`config.mk`:
```
export PLATFORM = sky130hd
export DESIGN_NAME = i2s_tx
export DESIGN_NICKNAME = d
export VERILOG_FILES = /design/src/rtl/i2s_tx.sv
export SDC_FILE = /design/constraint.sdc
export NUM_CORES = 1
export LEC_CHECK = 0
export CAP_MARGIN = 10
export CORE_MARGIN = 4
export CORE_UTILIZATION = 50
export DETAILED_ROUTE_END_ITERATION = 10
export PLACE_DENSITY_LB_ADDON = 0.12
export SLEW_MARGIN = 10
export SYNTH_ARGS = -nofsm -noshare
export SYNTH_HDL_FRONTEND = slang
export SYNTH_SLANG_ARGS = --single-unit
```
`constraint.sdc`:
```
create_clock -name sclk_i -period 2.3 [get_ports sclk_i]
set_input_delay 0.575 -clock sclk_i [delete_from_list [all_inputs] [get_ports sclk_i]]
set_output_delay 0.575 -clock sclk_i [all_outputs]
set_load 0.005 [all_outputs]
```
`src/rtl/i2s_tx.sv`:
```
// i2s_tx: Philips-format I2S serializer (transmit side).
//
// Takes one stereo sample pair per frame over a valid/ready handshake,
// holds it in a one-pair buffer, and shifts it out MSB-first with the
// standard one-bit delay after each WS edge. Every channel slot is
// SLOT_BITS bit clocks long. Samples narrower than the slot are padded
// with zeros after the LSB.
//
// The parent drives sclk_i from the inverted bus SCLK. All outputs
// therefore change on the bus falling edge, and the receiver samples
// them mid-bit.
//
// Ports:
//   sclk_i        bit clock; all state updates on its rising edge
//   rst_n_i       asynchronous active-low reset
//   leftChan_i    left sample (two's complement, WIDTH bits)
//   rightChan_i   right sample (WIDTH bits)
//   pktValid_i    a sample pair is offered
//   pktReady_o    the buffer can accept a pair (buffer empty)
//   ws_o          word select: 0 = left slot, 1 = right slot
//   sdata_o       serial data
//   frameStart_o  one-cycle pulse coincident with the ws_o falling edge
//   underrun_o    one-cycle pulse when a frame starts with no buffered pair

module i2s_tx #(
  parameter int WIDTH     = 16,
  parameter int SLOT_BITS = 32
) (
  input  logic             sclk_i,
  input  logic             rst_n_i,
  input  logic [WIDTH-1:0] leftChan_i,
  input  logic [WIDTH-1:0] rightChan_i,
  input  logic             pktValid_i,
  output logic             pktReady_o,
  output logic             ws_o,
  output logic             sdata_o,
  output logic             frameStart_o,
  output logic             underrun_o
);

  localparam int FRAME = 2 * SLOT_BITS;
  localparam int CW    = $clog2(FRAME);
  localparam int IW    = (WIDTH > 1) ? $clog2(WIDTH) : 1;

  localparam logic [CW-1:0] LAST_C  = CW'(FRAME - 1);
  localparam logic [CW-1:0] SLOT_C  = CW'(SLOT_BITS);
  localparam logic [CW-1:0] WIDTH_C = CW'(WIDTH);
  localparam logic [CW-1:0] ONE_C   = CW'(1);

  logic [CW-1:0]    cnt_q, cnt_d;
  logic             bufFull_q, bufFull_d;
  logic [WIDTH-1:0] bufLeft_q, bufLeft_d;
  logic [WIDTH-1:0] bufRight_q, bufRight_d;
  logic [WIDTH-1:0] txLeft_q, txLeft_d;
  logic [WIDTH-1:0] txRight_q, txRight_d;
  logic             ws_q, ws_d;
  logic             sdata_q, sdata_d;
  logic             frameStart_q, frameStart_d;
  logic             underrun_q, underrun_d;

  logic             frameEdge;
  logic             accept;
  logic [CW-1:0]    bitPos;
  logic [CW-1:0]    rightPos;
  logic [IW-1:0]    leftIdx;
  logic [IW-1:0]    rightIdx;

  assign frameEdge = (cnt_q == '0);
  assign accept    = pktValid_i && !bufFull_q;

  // Frame bit emitted on this edge is the one belonging to cnt-1. At cnt=0
  // that wraps to the last bit of the previous frame. That bit still comes
  // from the old txRight, because the reload only takes effect after this edge.
  assign bitPos   = frameEdge ? LAST_C : (cnt_q - ONE_C);
  assign rightPos = bitPos - SLOT_C;

  // Select the serial bit for bitPos. Slot positions past the sample width are zero padding.
  always_comb begin
    sdata_d  = 1'b0;
    leftIdx  = '0;
    rightIdx = '0;
    if (bitPos < WIDTH_C) begin
      leftIdx = IW'(WIDTH - 1) - bitPos[IW-1:0];
      sdata_d = txLeft_q[leftIdx];
    end else if ((bitPos >= SLOT_C) && (rightPos < WIDTH_C)) begin
      rightIdx = IW'(WIDTH - 1) - rightPos[IW-1:0];
      sdata_d  = txRight_q[rightIdx];
    end
  end

  // Counter, WS and frame-start / underrun pulses for the current cnt.
  always_comb begin
    cnt_d        = (cnt_q == LAST_C) ? '0 : (cnt_q + ONE_C);
    ws_d         = (cnt_q >= SLOT_C);
    frameStart_d = frameEdge;
    underrun_d   = frameEdge && !bufFull_q;
  end

  // One-pair buffer and the transmit registers.
  // A drain and an accept never happen on the same edge, because accepting
  // requires an empty buffer. A pair accepted on the frame edge therefore
  // waits for the following frame and does not bypass into the current one.
  always_comb begin
    bufFull_d  = bufFull_q;
    bufLeft_d  = bufLeft_q;
    bufRight_d = bufRight_q;
    txLeft_d   = txLeft_q;
    txRight_d  = txRight_q;
    if (frameEdge) begin
      if (bufFull_q) begin
        txLeft_d  = bufLeft_q;
        txRight_d = bufRight_q;
        bufFull_d = 1'b0;
      end else begin
        txLeft_d  = '0;
        txRight_d = '0;
      end
    end
    if (accept) begin
      bufLeft_d  = leftChan_i;
      bufRight_d = rightChan_i;
      bufFull_d  = 1'b1;
    end
  end

  // State register. Reset parks WS high, so the first frame edge after
  // release produces the falling WS edge.
  always_ff @(posedge sclk_i or negedge rst_n_i) begin
    if (!rst_n_i) begin
      cnt_q        <= '0;
      bufFull_q    <= 1'b0;
      bufLeft_q    <= '0;
      bufRight_q   <= '0;
      txLeft_q     <= '0;
      txRight_q    <= '0;
      ws_q         <= 1'b1;
      sdata_q      <= 1'b0;
      frameStart_q <= 1'b0;
      underrun_q   <= 1'b0;
    end else begin
      cnt_q        <= cnt_d;
      bufFull_q    <= bufFull_d;
      bufLeft_q    <= bufLeft_d;
      bufRight_q   <= bufRight_d;
      txLeft_q     <= txLeft_d;
      txRight_q    <= txRight_d;
      ws_q         <= ws_d;
      sdata_q      <= sdata_d;
      frameStart_q <= frameStart_d;
      underrun_q   <= underrun_d;
    end
  end

  assign pktReady_o   = ~bufFull_q;
  assign ws_o         = ws_q;
  assign sdata_o      = sdata_q;
  assign frameStart_o = frameStart_q;
  assign underrun_o   = underrun_q;

endmodule

```
==> summary.md <==
| Metric | Value |
|---|---|
| Max-cap viol count | `0` |
| Hold/Removal Path Class | `input port to async pin` |
| ANT nets after route | `0` |
| Drt wl/cell | `14.80 um` |
| IO Count | `40` |
| Pleak | `0.001966 uW` |
| #FFs+latches synth | `75` |
| Worst setup path start | `cnt_q[0]` |
| Final nets | `401` |
| Mapped cell area | `3480 um^2` |
| Mapped Nets | `353` |
| Relative slew slack | `54.64%` |
| Starting DRT DRC Count | `100` |
| Type of the worst setup path | `flop to flop` |
| Overflow left after global routing | `0` |
| Setup violations, final | `0` |
| Post-DP Area | `4020 um^2` |
| R2R setup slack | `100 ps` |
| First-pass GRT wire length | `11920 um` |
| Vias in the first global route | `2487` |
| Worst R2R Path Depth | `8` |
| Asr flop ratio synth | `100.0%` |
| Cell Rows | `30` |
| CP endpoint kind | `flop` |
| Fill count | `579` |
| Worst VDD drop | `0.0004773 V` |
| Worst Path Arrival | `2440 ps` |
| Area growth from synthesis to layout | `22.65%` |
| Antenna cells | `0` |
| Cell Chain, Critical Path | `inv_2 -> ha_2 -> nor3b_4 -> nand2_2 -> a221o_2 -> a311oi_1 -> a32oi_1 -> and4bb_1` |
| Starting density of the core | `51.22%` |
| Count leader, synth | `dfrtp_1` |
| Final Cycle Share | `95.75%` |
| Pwr/cell area | `756.6 nW/um^2` |
| DRC violations left | `0` |
| Clock sinks | `75` |
| Cell taking the most area after synthesis | `dfrtp_1` |
| DRT Wirelength | `6869 um` |
| Worst slew pin tran | `680.4 ps` |
| CTS tree | `yes` |
| List of most frequent post-synthesis cells | `dfrtp_1 (74), nand2_1 (67), nand3_1 (34), mux2_2 (32), clkbuf_1 (16)` |
| I/O Buffers | `39` |
| CP required | `2540 ps` |
| Pin count of the biggest net entering global routing | `35` |
| Clk Latency, worst-skew pair | `350 ps` |
| Max incr delay on CP | `400 ps` |
| Pins Over Slew Limit | `0` |
| Crit start category | `flop` |
| Final core utilization | `62.82%` |
| Clock slew at reported path FFs | `80 ps` |
| GRT Overall Usage | `17.71%` |
| Ratio of cells with drive above 1 in the final layout | `25.27%` |
| TritonCTS buffer count | `9` |
| Largest fanout on the critical path | `5` |
| Die Width | `91.42 um` |
| Worst r2r dst | `sdata_o` |
| Count of cell types in the netlist | `51` |
| Max Clock Skew | `7.447 ps` |
| Die H | `91.42 um` |
| Syn. warnings | `0` |
| Largest cells by area after synthesis | `dfrtp_1 (53%), mux2_2 (10%), nand2_1 (7.2%)` |
| Final GP Congestion | `0.7874` |
| DR vias | `2486` |
| Mapped Cells | `315` |
| Ys flop type | `dfrtp_1` |
| Clk buf depth | `2` |
| Post-synth EDFFs | `0` |
| Crit Reg-Reg Startpoint | `cnt_q[0]` |
| CTS root buffer | `clkbuf_8` |
| # H-tree levels | `3` |
| Area fraction of the dominant cell type after synthesis | `53.22%` |
| CP max stage cell | `dfrtp_1` |
| Die Area | `8358 um^2` |
| Placeable Area | `6794 um^2` |
| Syn avg cell area | `11.05 um^2` |
| Max Freq | `454.1 MHz` |
| Pre-antenna DRT Iters | `4` |
| Design Area, Final | `4268 um^2` |
| Final min period | `2202 ps` |
| Post-DP HPWL | `4912 um` |
| Initial antenna violation count | `0` |
| Status | `complete, no violations` |
| Fin. Hold Viols | `0` |
| Post-synthesis sequential area ratio | `53.97%` |
| Vias/cell | `5.358` |
[cell type report]
| cell class | count | area, um^2 | area share, % |
|---|---|---|---|
| timing repair buffer | 59 | 560.5 | 13.13 |
| inverter | 9 | 33.78 | 0.7916 |
| multi-input combinational | 209 | 1474 | 34.54 |
| tap | 96 | 120.1 | 2.814 |
| sequential | 75 | 1878 | 44.00 |
| clock inverter | 6 | 63.81 | 1.495 |
| clock buffer | 10 | 137.6 | 3.225 |
[through the flow]
stage	total power, uW	setup WS, ps	setup TNS (ps)	std cells	hold WS [ps]
2_1_floorplan	2046	14.21	0	315	279.4
3_3_place_gp	2213	111.1	0	444	450.7
3_5_place_dp	2242	34.91	0	444	453.1
4_1_cts	3278	11.22	0	460	268.7
5_1_grt	3414	-79.22	-79.22	464	306.6
6_report	3229	97.81	0	464	261.6
[timing repair]
action / in CTS / in global routing
setup endpoints to repair: 0 / 1
hold buffers: 0 / 0
resized for setup: 0 / 5
buffers inserted: 0 / 4
[registers in the layout, summed over array words and instances (netlist names)]
| register | count |
|---|---|
| bufFull_q | 1 |
| bufLeft_q | 16 |
| bufRight_q | 16 |
| cnt_q | 6 |
| frameStart_o | 1 |
| sdata_o | 1 |
| txLeft_q | 16 |
| txRight_q | 16 |
| underrun_o | 1 |
| ws_o | 1 |
[layout by cell type (no fill, tap or decap), types with 3 or more instances in the layout]
| master | instances |
|---|---|
| clkbuf_8 | 10 |
| nor2_1 | 6 |
| nand2_1 | 67 |
| mux4_2 | 4 |
| o21ai_0 | 3 |
| clkdlybuf4s50_1 | 38 |
| mux2_2 | 32 |
| a31oi_1 | 3 |
| or2_2 | 3 |
| inv_1 | 6 |
| dfrtp_1 | 74 |
| buf_4 | 18 |
| mux2i_1 | 4 |
| a21oi_1 | 5 |
| inv_2 | 3 |
| nor3_1 | 3 |
| a21o_1 | 3 |
| nand3_1 | 34 |
| o221ai_1 | 3 |
[worst max-delay path by stage]
stage                         end  slack [ps]  cells after the start
after floorplan           sdata_o          10                      9
after global placement    sdata_o         110                      8
after detailed placement  sdata_o          30                      8
after CTS                 sdata_o          10                      8
after global routing      sdata_o         -80                      8
final                     sdata_o         100                      8
[worst max-delay path: cells and delay by family (launching register included)]
kind	cells	cell delay [ps]
flip-flops	1	400
buffers and inverters	1	110
adder cells (fa/ha/maj)	1	210
AO/OA/AOI/OAI	3	720
AND/OR/NAND/NOR	3	660
[metal layers]
metal | routed length (um) | vias up | global-route usage, % | share of wire [%]
met1 | 3278 | 1237 | 24.41 | 48
met2 | 3217 | 43 | 27.21 | 47
met5 | 0 | - | 0 | 0
li1 | - | 1196 | - | -
met4 | 115 | 0 | 8.291 | 1.7
met3 | 258 | 10 | 2.983 | 3.8
[cells by family (layout without fill, tap and decap cells)]
family | count (synthesis) | in the layout | share of synthesized area [%]
compound gates | 36 | 36 | 8.415
flops | 75 | 75 | 53.97
fa+ha+maj | 3 | 3 | 1.079
xor+xnor | 2 | 2 | 0.5035
mux | 40 | 40 | 14.10
buf+inv | 31 | 84 | 4.207
simple gates | 128 | 128 | 17.73
[report_power, final]
part,switching [uW],internal [uW]
Clock,499,530
Combinational,140,288
Sequential,161,1610
Power figures use the tool's default switching activity.
